[config.mk]
export PLATFORM = sky130hd
export DESIGN_NAME = data_cache
export DESIGN_NICKNAME = d
export VERILOG_FILES = /design/src/rtl/cache_defs.sv /design/src/rtl/cache_byte_sel.sv /design/src/rtl/data_cache.sv
export SDC_FILE = /design/constraint.sdc
export NUM_CORES = 1
export LEC_CHECK = 0
export CORE_MARGIN = 8
export CORE_UTILIZATION = 55
export CTS_CLUSTER_DIAMETER = 200
export CTS_CLUSTER_SIZE = 40
export DETAILED_ROUTE_END_ITERATION = 6
export DONT_BUFFER_PORTS = 1
export GPL_ROUTABILITY_DRIVEN = 0
export MAX_ROUTING_LAYER = met4
export PLACE_DENSITY = 0.72
export SLEW_MARGIN = 25
export SYNTH_ARGS = -nofsm -noshare
export SYNTH_HDL_FRONTEND = slang
export SYNTH_SLANG_ARGS = --single-unit
[constraint.sdc]
create_clock -name CLK -period 11.65 [get_ports CLK]
set_input_delay 2.33 -clock CLK [delete_from_list [all_inputs] [get_ports CLK]]
set_output_delay 2.33 -clock CLK [all_outputs]
set_load 0.01 [all_outputs]
[src/rtl/cache_defs.sv]
// rtl/cache_defs.sv - shared state encoding and address field layout for data_cache
package cache_defs;

    localparam int ADDR_W     = 8;
    localparam int INDEX_W    = 3;
    localparam int OFFSET_W   = 2;
    localparam int TAG_W      = ADDR_W - INDEX_W - OFFSET_W;
    localparam int BLOCKS     = 1 << INDEX_W;
    localparam int BLOCK_W    = 8 << OFFSET_W;
    localparam int INDEX_LSB  = OFFSET_W;
    localparam int TAG_LSB    = OFFSET_W + INDEX_W;
    localparam int MEM_ADDR_W = TAG_W + INDEX_W;

    typedef enum logic [1:0] {
        IDLE      = 2'd0,
        WRITEBACK = 2'd1,
        FETCH     = 2'd2,
        UPDATE    = 2'd3
    } cache_state_t;

endpackage

[src/rtl/cache_byte_sel.sv]
// rtl/cache_byte_sel.sv - byte read mux and byte-lane write merge for one cache block
module cache_byte_sel
    import cache_defs::*;
(
    input  logic [BLOCK_W-1:0]  block,
    input  logic [OFFSET_W-1:0] offset,
    input  logic [7:0]          wbyte,
    output logic [7:0]          rbyte,
    output logic [BLOCK_W-1:0]  merged
);

    always_comb begin
        rbyte  = block[{offset, 3'b000} +: 8];
        merged = block;
        merged[{offset, 3'b000} +: 8] = wbyte;
    end

endmodule

[src/rtl/data_cache.sv]
// rtl/data_cache.sv - direct-mapped write-back write-allocate byte cache over a block memory
module data_cache
    import cache_defs::*;
(
    input  logic                  CLK,
    input  logic                  RESET,
    input  logic                  READ,
    input  logic                  WRITE,
    input  logic [ADDR_W-1:0]     ADDRESS,
    input  logic [7:0]            WRITEDATA,
    output logic [7:0]            READDATA,
    output logic                  BUSYWAIT,
    output logic                  MEM_READ,
    output logic                  MEM_WRITE,
    output logic [MEM_ADDR_W-1:0] MEM_ADDRESS,
    output logic [BLOCK_W-1:0]    MEM_WRITEDATA,
    input  logic [BLOCK_W-1:0]    MEM_READDATA,
    input  logic                  MEM_BUSYWAIT
);

    logic [BLOCK_W-1:0] data_arr [BLOCKS];
    logic [TAG_W-1:0]   tag_arr  [BLOCKS];
    logic [BLOCKS-1:0]  valid;
    logic [BLOCKS-1:0]  dirty;
    logic [BLOCK_W-1:0] refill;

    cache_state_t state, next_state;

    logic [TAG_W-1:0]    addr_tag;
    logic [INDEX_W-1:0]  idx;
    logic [OFFSET_W-1:0] offset;
    logic                hit;
    logic                write_hit;
    logic [7:0]          rbyte;
    logic [BLOCK_W-1:0]  merged;

    assign addr_tag = ADDRESS[ADDR_W-1:TAG_LSB];
    assign idx      = ADDRESS[TAG_LSB-1:INDEX_LSB];
    assign offset   = ADDRESS[OFFSET_W-1:0];
    assign hit      = valid[idx] && (tag_arr[idx] == addr_tag);

    cache_byte_sel u_byte_sel (
        .block  (data_arr[idx]),
        .offset (offset),
        .wbyte  (WRITEDATA),
        .rbyte  (rbyte),
        .merged (merged)
    );

    always_comb begin
        next_state    = state;
        BUSYWAIT      = 1'b0;
        MEM_READ      = 1'b0;
        MEM_WRITE     = 1'b0;
        MEM_ADDRESS   = '0;
        MEM_WRITEDATA = '0;
        READDATA      = 8'h00;
        write_hit     = 1'b0;
        case (state)
            IDLE: begin
                if (READ || WRITE) begin
                    if (hit) begin
                        // A simultaneous READ and WRITE is serviced as a store.
                        if (WRITE) write_hit = 1'b1;
                        else       READDATA  = rbyte;
                    end else begin
                        BUSYWAIT   = 1'b1;
                        next_state = (valid[idx] && dirty[idx]) ? WRITEBACK : FETCH;
                    end
                end
            end
            WRITEBACK: begin
                BUSYWAIT      = 1'b1;
                MEM_WRITE     = 1'b1;
                MEM_ADDRESS   = {tag_arr[idx], idx};
                MEM_WRITEDATA = data_arr[idx];
                if (!MEM_BUSYWAIT) next_state = FETCH;
            end
            FETCH: begin
                BUSYWAIT    = 1'b1;
                MEM_READ    = 1'b1;
                MEM_ADDRESS = ADDRESS[ADDR_W-1:OFFSET_W];
                if (!MEM_BUSYWAIT) next_state = UPDATE;
            end
            UPDATE: begin
                BUSYWAIT   = 1'b1;
                next_state = IDLE;
            end
            default: next_state = IDLE;
        endcase
    end

    always_ff @(posedge CLK) begin
        if (RESET) begin
            state <= IDLE;
            valid <= '0;
            dirty <= '0;
        end else begin
            state <= next_state;
            if (write_hit) dirty[idx] <= 1'b1;
            if (state == UPDATE) begin
                valid[idx] <= 1'b1;
                dirty[idx] <= 1'b0;
            end
        end
    end

    // Data, tags and the refill buffer are qualified by valid, so they need no reset.
    always_ff @(posedge CLK) begin
        if (!RESET) begin
            if (state == FETCH && !MEM_BUSYWAIT) refill <= MEM_READDATA;
            if (write_hit) data_arr[idx] <= merged;
            if (state == UPDATE) begin
                data_arr[idx] <= refill;
                tag_arr[idx]  <= addr_tag;
            end
        end
    end

endmodule

==> summary.txt, run 1 <==
Run status
  – Status: finished, final reports clean

Clock tree
  – Post-cts sizing count: 0
  – Root buffer cell: clkbuf_16
  – Num CTS Buffers: 12
  – Clk pin slew, worst setup/hold paths: 0.14 ns
  – CTS tree: yes
  – Setup repair bufs after CTS: 0
  – Post-CTS Hold Buffers: 0
  – H-tree depth: 1
  – Clock Sinks: 330
  – Maximum clock insertion buffer count: 3
  – Worst-Skew Late Latency: 0.52 ns

Critical path
  – Crit-path max FO: 53
  – Reg-to-Reg Start: tag_arr[2][0]
  – Worst EP arrival: 4.68 ns
  – Worst setup SP type: primary input
  – Critical Path Sink Type: primary output
  – Worst path required time: 9.32 ns
  – Slowest-stage cell, CP: and2_1
  – Kind of critical path: primary input to primary output
  – CP cell instances: and2_1 > a32oi_1 > and3_4 > a2111oi_4 > buf_4 > nand4b_4 > a21oi_1
  – Worst path max stage delay: 0.50 ns
  – CP top delay family: compound AO/OA/AOI/OAI gates
  – Crit path from: ADDRESS[2]
  – Worst Path Buf+Inv: 1

Yosys
  – Largest cells by area after synthesis: edfxtp_1 67%, mux4_2 7.1%, mux2i_1 3.0%
  – Cell type with the largest total area after synthesis: edfxtp_1
  – Post-synthesis mux area share: 0.114
  – Post-synth cell types: 59
  – Register area share after synthesis: 0.697
  – Async set or reset register ratio after synthesis: 0
  – Commonest cells in the netlist: 312 x edfxtp_1, 102 x nor2_1, 47 x a21oi_1
  – Post-synthesis adder-cell area fraction: 0.00896
  – Most common cell in the netlist: edfxtp_1
  – Syn avg cell area: 16.2 um2
  – Synth Flop Type: edfxtp_1
  – Number of synthesized flops with an enable pin: 312
  – Synth Area in Simple Gates: 0.0646
  – Mapped Nets: 927
  – Mapped Area: 0.0140 mm2
  – XOR/XNOR Fraction of Synth Area: 0
  – Share of the synthesized area in the top cell type: 0.671
  – Cells after Synth: 864
  – Count of warnings emitted by yosys: 0
  – Main combinational cell family by area after synthesis: multiplexers
  – Compound-cell area share of the yosys netlist: 0.0905
  – Flops & latches, synth: 330

Global routing
  – First-pass GRT wire length: 51,100 um
  – Number of global-route vias before repair: 7,986
  – GRT Util Overall: 0.228
  – Gr ovfl total: 0
  – Largest net degree at the start of global routing: 100
  – Initial antenna violation count: 0

STA
  – Final period utilization: 0.602
  – Max Freq: 143 MHz
  – Setup violators final: 0
  – RSZ-0062 raised after global routing: no
  – TNS Setup: 0 ns
  – Slew Limit Headroom: 0.295
  – Slew Limit Fails: 0
  – Final Hold Fails: 0
  – Worst-Margin Slew: 1.05 ns
  – Period minus WS final: 7.01 ns
  – Clk_skew: 0.0580 ns

Die
  – Area of the core: 0.0250 mm2
  – FP Rows: 58
  – Initial Util: 0.558
  – Die height: 175 um
  – Die span in x: 175 um
  – Top-level port count: 102
  – Die Area: 0.0307 mm2

Finish
  – NumNets Final: 909
  – Layout area overhead: 5.16%
  – Util after Layout: 0.587
  – N_diodes: 0
  – Fraction of layout cells with a size suffix above 1: 0.135

Pwr
  – Leakage: 4.72 nW
  – Flop pwr share: 0.633
  – Switching power: 0.496 mW
  – Clock power share: 0.262
  – Internal power: 1.62 mW
  – VDD IR-drop max: 167 uV
  – Pwr per Cell Area: 144 mW/mm2
  – Comb power frac: 0.105
  – Sw Ratio: 0.234

Drt
  – Detail Route Antenna Nets: 0
  – WL per Instance: 29.1 um
  – Via count: 7,937
  – Initial DRC count: 868
  – DRT Pass-1 Iters: 5
  – DR vias/cell: 6.73
  – DRT Wirelength: 34,400 um
  – Post-route DRC: 0

Place
  – Port bufs: 0
  – Post-DP HPWL: 21,700 um

Job
  – MaxCap Viol Count: 0

Min path
  – Min-Delay Startpoint: valid[2]
  – Min-delay worst type: flip-flop to flip-flop
==> power groups by stage <==
stage	registers [mW]	clock network (mW)	logic (mW)
3_3_place_gp	1.37	0	0.218
2_1_floorplan	1.37	0	0.170
5_1_grt	1.34	0.593	0.240
3_5_place_dp	1.37	0	0.221
4_1_cts	1.34	0.556	0.222
6_report	1.34	0.555	0.223
==> final timing paths <==
kind	to	slack, ns	cells past startpoint
min	valid[2]	0.48	1
min reg2reg	valid[2]	0.48	1
max	READDATA[0]	4.64	7
max reg2reg	data_arr[5][8]	8.03	8
==> registers in the layout, indices dropped and copies added (netlist names) <==
register and count:
dirty 8, state 2, refill 32, tag_arr 24, valid 8, data_arr 256
==> stage by stage <==
step | setup slack [ns] | total power, mW | instance area, um2 | instances | hold WS, ns
floorplan | 5.05 | 1.54 | 14000 | 864 | 0.426
global placement | 4.71 | 1.59 | 14300 | 1162 | 0.433
detailed placement | 4.71 | 1.59 | 14300 | 1162 | 0.444
CTS | 4.69 | 2.12 | 14700 | 1180 | 0.475
global route | 4.50 | 2.18 | 14700 | 1180 | 0.506
finish | 4.64 | 2.12 | 14700 | 1180 | 0.476
==> cells in the final DEF (no fill, tap or decap), types with 4 or more instances in the layout <==
cell | netlist | layout
dfxtp_1 | 18 | 18
o211ai_1 | 7 | 7
a21oi_1 | 47 | 47
clkbuf_16 | 0 | 13
nor3_2 | 0 | 4
mux2i_1 | 42 | 42
o21ai_0 | 4 | 4
nor2b_1 | 11 | 11
ha_1 | 10 | 10
mux2_2 | 14 | 14
buf_4 | 8 | 18
and2_1 | 15 | 15
a22o_1 | 11 | 11
inv_1 | 13 | 13
clkbuf_1 | 18 | 4
edfxtp_1 | 312 | 312
a21o_1 | 4 | 4
a211oi_1 | 7 | 7
nand2b_1 | 5 | 5
nor2_1 | 102 | 102
a221oi_1 | 26 | 26
o22ai_1 | 10 | 10
a2bb2oi_1 | 7 | 7
a22oi_1 | 14 | 14
nand2_1 | 22 | 21
a41oi_1 | 8 | 8
nor3_1 | 11 | 7
mux4_2 | 44 | 44
==> metal layers <==
layer  GRT usage  up-vias  share of wire
li1            -     3385              -
met1       0.298     4051           0.40
met2       0.361      438           0.49
met3      0.0395       63          0.085
met4      0.0721        0          0.030
met5           -        -              0
==> cell families after synthesis <==
kind of cell             count (synthesis)
AO/OA/AOI/OAI                          170
multiplexers                           102
buffers and inverters                   67
flip-flops                             330
adder cells (fa/ha/maj)                 10
AND/OR/NAND/NOR                        185
==> layout make-up <==
type | instances | area (um2)
Multi-Input combinational cell | 467 | 3970
Inverter | 17 | 65.1
Tap cell | 330 | 413
Clock inverter | 1 | 30.0
Sequential cell | 330 | 9730
Fill cell | 1881 | 10300
Timing Repair Buffer | 18 | 135
Clock buffer | 17 | 340
Power figures use the tool's default switching activity.
==> inputs of run 2 (changes only) <==
clock period = 7.4 ns   (was 11.65 ns; I/O delays follow)
==> run 2 against run 1 <==
Compared with the run above:
- setup slack got worse by 2.9 ns
- sequential power increased by 57%
- non-clock buffer count unchanged
- largest power group unchanged
- critical endpoint unchanged
- final cell count about the same
- highest routed layer unchanged
- critical path type unchanged
- core utilization about the same
==> summary.txt, run 2 (synthesis results as in run 1) <==
Place
  – Pre-CTS setup slack: 1.79 ns (-2.92 ns)
  – Post-DP HPWL: 21,700 um (+0.18%)
  – Placed inst area: 0.0143 mm2 (about the same)
  – Placed cell count: 1,161 (-0.086%)
  – Port bufs: 0 (unchanged)

Finish
  – Fraction of layout cells with a size suffix above 1: 0.134 (-0.00102)
  – Final Non-Filler Cells: 1,179 (-0.085%)
  – N_diodes: 0 (unchanged)
  – Biggest register: data_arr
  – Commonest non-fill, non-tap cells in the layout: 312 x edfxtp_1, 102 x nor2_1, 47 x a21oi_1
  – Util after Layout: 0.587 (about the same)
  – Layout area overhead: 5.18% (about the same)
  – Post-route design area: 0.0147 mm2 (about the same)
  – Biggest regs: data_arr (256), refill (32), tag_arr (24)
  – NumNets Final: 909 (unchanged)
  – Commonest non-fill, non-tap cell in the layout: edfxtp_1
  – Max FFs per register: 256 (unchanged)

STA
  – Slew Limit Headroom: 0.245 (-0.0505)
  – Setup violators final: 0 (unchanged)
  – Final Hold Fails: 0 (unchanged)
  – Period minus WS final: 5.68 ns
  – Max Freq: 176 MHz
  – Hold_ws: 0.470 ns (-0.00600 ns)
  – TNS Setup: 0 ns (unchanged)
  – Worst-Margin Slew: 1.13 ns (+0.0749 ns)
  – RSZ-0062 raised after global routing: no
  – Final critical-path setup slack: 1.72 ns (-2.92 ns)
  – Slew Limit Fails: 0 (unchanged)
  – Clk_skew: 0.0452 ns (-0.0127 ns)
  – Final period utilization: 0.767

Drt
  – WL per Instance: 29.1 um (-0.12%)
  – Via count: 7,959 (+0.28%)
  – DR vias/cell: 6.75 (+0.36%)
  – DRT Pass-1 Iters: 5 (unchanged)
  – Post-route DRC: 0 (unchanged)
  – Initial DRC count: 969 (+12%)
  – Detail Route Antenna Nets: 0 (unchanged)
  – DRT Wirelength: 34,300 um (-0.20%)

Clock tree
  – Clock Sinks: 330 (unchanged)
  – H-tree depth: 1 (unchanged)
  – Clk pin slew, worst setup/hold paths: 0.14 ns (about the same)
  – Maximum clock insertion buffer count: 3 (unchanged)
  – Post-cts sizing count: 0 (unchanged)
  – CTS tree: yes
  – Setup repair bufs after CTS: 0 (unchanged)
  – Worst-Skew Late Latency: 0.52 ns (about the same)
  – Num CTS Buffers: 12 (unchanged)
  – Root buffer cell: clkbuf_16
  – Post-CTS Hold Buffers: 0 (unchanged)

Die
  – Initial Util: 0.558 (unchanged)
  – FP Rows: 58 (unchanged)
  – Die Area: 0.0307 mm2 (unchanged)
  – Top-level port count: 102 (unchanged)
  – Die span in x: 175 um (unchanged)
  – Area of the core: 0.0250 mm2 (unchanged)
  – Die height: 175 um (unchanged)

Min path
  – Min-Delay Startpoint: valid[0]
  – Hold-critical path depth: 1 (unchanged)
  – Min-delay worst type: flip-flop to flip-flop
  – Worst hold endpoint: valid[0]

Critical path
  – Worst path required time: 5.92 ns (-3.40 ns)
  – Slowest-stage cell, CP: a2111oi_4
  – Worst setup SP type: primary input
  – R2R Setup Slk: 3.55 ns (-4.48 ns)
  – Worst EP arrival: 4.20 ns (-0.48 ns)
  – CP cell instances: and2_1 > a32oi_1 > and3_4 > a2111oi_4 > nand4b_4 > a21oi_1
  – Worst path max stage delay: 0.88 ns (+0.38 ns)
  – Crit-path max FO: 70 (+32%)
  – Kind of critical path: primary input to primary output
  – Reg-to-Reg Start: tag_arr[2][0]
  – R2r endpoint: data_arr[4][7]
  – Critical Path Sink Type: primary output
  – Reg2Reg Depth: 7 (-1)

Global routing
  – First-pass GRT wire length: 50,600 um (-0.89%)
  – Initial antenna violation count: 0 (unchanged)
  – Gr ovfl total: 0 (unchanged)
  – Number of global-route vias before repair: 7,933 (-0.66%)
  – GRT Util Overall: 0.226 (-0.00157)
  – Largest net degree at the start of global routing: 100 (unchanged)

Pwr
  – Pwr per Cell Area: 227 mW/mm2 (+58%)
  – VDD IR-drop max: 327 uV (+96%)
  – Power Total: 3.34 mW (+58%)
  – Leakage: 4.72 nW (about the same)

Job
  – MaxCap Viol Count: 0 (unchanged)

Run status
  – Status: finished, final reports clean
==> run 2: power breakdown <==
group	switching [mW]	leakage [nW]	internal (mW)
logic	0.232	1.57	0.117
registers	0.00937	2.97	2.10
clock network	0.545	0.175	0.334
total	0.786	4.72	2.55
==> run 2: area by class of cell <==
class                      count  area [um2]
fill                        1882       10300
inverter                      17        63.8
clock inverter                 1        30.0
sequential                   330        9730
multi-input combinational    467        3970
timing repair buffer          18         151
clock buffer                  16         337
tap                          330         413
==> run 2: routing by layer <==
metal / part of all wire / global-route usage / up-vias
met5: 0 / - / -
met4: 0.028 / 0.0724 / 0
met3: 0.095 / 0.0406 / 67
met2: 0.48 / 0.361 / 473
met1: 0.39 / 0.292 / 4036
li1: - / - / 3383
==> run 2: how the worst max path moves through the flow <==
stage                    start             end  slack [ns]  cells after the start
finish              ADDRESS[3]     READDATA[0]        1.72                      6
global route        ADDRESS[3]     READDATA[0]        1.56                      6
CTS                 ADDRESS[3]     READDATA[0]        1.75                      6
detailed placement  ADDRESS[3]     READDATA[0]        1.79                      6
global placement    ADDRESS[3]     READDATA[0]        1.77                      6
floorplan           ADDRESS[2]  data_arr[5][0]        1.65                      9
==> run 2: worst max-delay path: cells and delay by family <==
kind,cells,cell delay (ns)
AO/OA/AOI/OAI,3,1.49
AND/OR/NAND/NOR,3,1.17
==> inputs of run 3 (changes only) <==
PLACE_DENSITY = 0.75   (was 0.72)
clock period = 5.2 ns   (was 7.4 ns; I/O delays follow)
==> run 3 against run 2 <==
Compared with the run above:
- clock-buffer cell count up 1
- core utilization grew 0.23 points
- via count is 0.20% lower
- power is 43% higher
- setup slack worse by 0.93 ns
- global-route usage shrank 0.28 points
- first-iteration DRC count decreased by 5.5%
- clock skew grew 0.012 ns
- largest cell class unchanged
==> summary.txt, run 3 (synthesis results as in run 1) <==
Finish
  – Seq. cell area: 0.00973 mm2 (unchanged)
  – Commonest non-fill, non-tap cell in the layout: edfxtp_1
  – Number of fill cells: 1,866 (-0.85%)
  – Post-route design area: 0.0147 mm2 (+0.39%)
  – Commonest non-fill, non-tap cells in the layout: 312 x edfxtp_1, 102 x nor2_1, 47 x a21oi_1
  – Multi-input logic area: 0.00397 mm2 (unchanged)
  – NumNets Final: 918 (+0.99%)
  – Max FFs per register: 256 (unchanged)
  – Biggest regs: data_arr (256), refill (32), tag_arr (24)
  – Biggest register: data_arr
  – Fraction of layout cells with a size suffix above 1: 0.143 (+0.00891)
  – Layout area overhead: 5.59%
  – Util after Layout: 0.589 (+0.00230)

Clock tree
  – Post-cts sizing count: 0 (unchanged)
  – Root buffer cell: clkbuf_16
  – Clk pin slew, worst setup/hold paths: 0.15 ns (about the same)
  – Num CTS Buffers: 12 (unchanged)
  – Clock Sinks: 330 (unchanged)
  – H-tree depth: 1 (unchanged)
  – Post-CTS Hold Buffers: 0 (unchanged)
  – Setup repair bufs after CTS: 0 (unchanged)
  – Maximum clock insertion buffer count: 3 (unchanged)
  – Worst-Skew Late Latency: 0.52 ns (about the same)
  – CTS tree: yes

Global routing
  – Largest net degree at the start of global routing: 100 (unchanged)
  – GRT Util Overall: 0.223 (-0.00283)
  – Gr ovfl total: 0 (unchanged)
  – Initial antenna violation count: 1 (+1)
  – First-pass GRT wire length: 50,300 um (-0.70%)
  – Number of global-route vias before repair: 7,882 (-0.64%)

Pwr
  – Flop pwr share: 0.632 (about the same)
  – Switching power: 1.12 mW (+42%)
  – Leakage: 4.76 nW (+0.86%)
  – VDD IR-drop max: 299 uV (-8.4%)
  – Sw Ratio: 0.235 (-0.000526)
  – Pwr per Cell Area: 323 mW/mm2 (+42%)
  – Internal power: 3.64 mW (+43%)
  – Comb power frac: 0.106 (+0.002)
  – Clock power share: 0.262 (about the same)

Critical path
  – CP dominant cell by count: buf_4
  – Worst path required time: 4.16 ns (-1.76 ns)
  – Crit-path max FO: 99 (+41%)
  – CP top delay family: buffers and inverters
  – Worst EP arrival: 3.37 ns (-0.83 ns)
  – CP cell instances: inv_1 > a32oi_1 > and3_4 > a2111oi_4 > buf_4 > nand4b_4 > a21oi_1 > buf_4
  – Kind of critical path: primary input to primary output
  – Critical Path Sink Type: primary output
  – Worst Path Buf+Inv: 3 (+3)
  – Slowest-stage cell, CP: inv_1
  – Worst setup SP type: primary input
  – Worst path max stage delay: 0.52 ns (-0.36 ns)

Die
  – Area of the core: 0.0250 mm2 (unchanged)
  – FP Rows: 58 (unchanged)
  – Initial Util: 0.558 (unchanged)
  – Die height: 175 um (unchanged)
  – Die span in x: 175 um (unchanged)
  – Top-level port count: 102 (unchanged)
  – Die Area: 0.0307 mm2 (unchanged)

Min path
  – Min-delay worst type: flip-flop to flip-flop

STA
  – Final period utilization: 0.847
  – Slew Limit Headroom: 0.344 (+0.0987)
  – Slew Limit Fails: 0 (unchanged)
  – Final Hold Fails: 0 (unchanged)
  – Clk_skew: 0.0568 ns (+0.0116 ns)
  – Setup violators final: 0 (unchanged)
  – Period minus WS final: 4.41 ns
  – Worst-Margin Slew: 0.982 ns (-0.148 ns)
  – Max Freq: 227 MHz
  – RSZ-0062 raised after global routing: no

Place
  – Post-DP HPWL: 21,400 um (-1.5%)
  – Placed inst area: 0.0144 mm2 (+0.44%)
  – Port bufs: 0 (unchanged)

Drt
  – Post-route DRC: 0 (unchanged)
  – DRT Pass-1 Iters: 5 (unchanged)
  – DRT Wirelength: 34,000 um (-0.91%)
  – Detail Route Antenna Nets: 0 (unchanged)
  – WL per Instance: 28.6 um (-1.8%)
  – Initial DRC count: 916 (-5.5%)
  – Via count: 7,943 (-0.20%)
  – DR vias/cell: 6.67 (-1.1%)

Job
  – MaxCap Viol Count: 0 (unchanged)

Run status
  – Status: finished, final reports clean
[run 3: final timing paths]
path            startpoint             end  slack, ns  depth (start not counted)
max             ADDRESS[4]     READDATA[3]       0.79                          8
min               valid[1]        valid[1]       0.48                          1
max reg2reg  tag_arr[2][0]  data_arr[0][8]       2.19                          8
min reg2reg       valid[1]        valid[1]       0.48                          1
[run 3: metrics by stage]
stage               power, mW  hold slack [ns]  setup TNS, ns  std cells  setup WS [ns]
floorplan                3.45            0.426         -11.96        864         -0.106
global route             4.86            0.491              0       1190          0.817
detailed placement       3.57            0.448              0       1171          0.926
global placement         3.56            0.434              0       1171          0.918
CTS                      4.75            0.479              0       1189          0.923
finish                   4.76            0.482              0       1190          0.795
[run 3: power by group through the flow]
stage                     clock network, mW  registers, mW  logic [mW]
after global routing                   1.31           3.01       0.542
after global placement                    0           3.07       0.490
final                                  1.25           3.01       0.504
after floorplan                           0           3.06       0.382
after detailed placement                  0           3.07       0.499
after CTS                              1.24           3.01       0.502
[run 3: routing by layer]
metal  up-vias  global-route usage  part of all wire
met4         0              0.0548             0.025
met5         -                   -                 0
li1       3402                   -                 -
met2       454               0.358              0.48
met1      4026               0.296              0.39
met3        61              0.0378             0.097
[run 3: worst reg2reg max path, stage by stage, from the launching register on]
cell,delay (ns)
edfxtp_1,0.39
mux2_4,0.28
a22oi_2,0.22
a21oi_1,0.12
a2111oi_4,0.32
buf_4,0.26
a31oi_4,0.23
nor4b_4,0.25
buf_4,0.50
[run 3: layout make-up]
| class | count | area share |
|---|---|---|
| Timing Repair Buffer | 27 | 0.0137 |
| Clock buffer | 17 | 0.0231 |
| Antenna cell | 1 | 0.000170 |
| Tap cell | 330 | 0.0280 |
| Sequential cell | 330 | 0.660 |
| Clock inverter | 1 | 0.00204 |
| Inverter | 17 | 0.00433 |
| Multi-Input combinational cell | 467 | 0.269 |
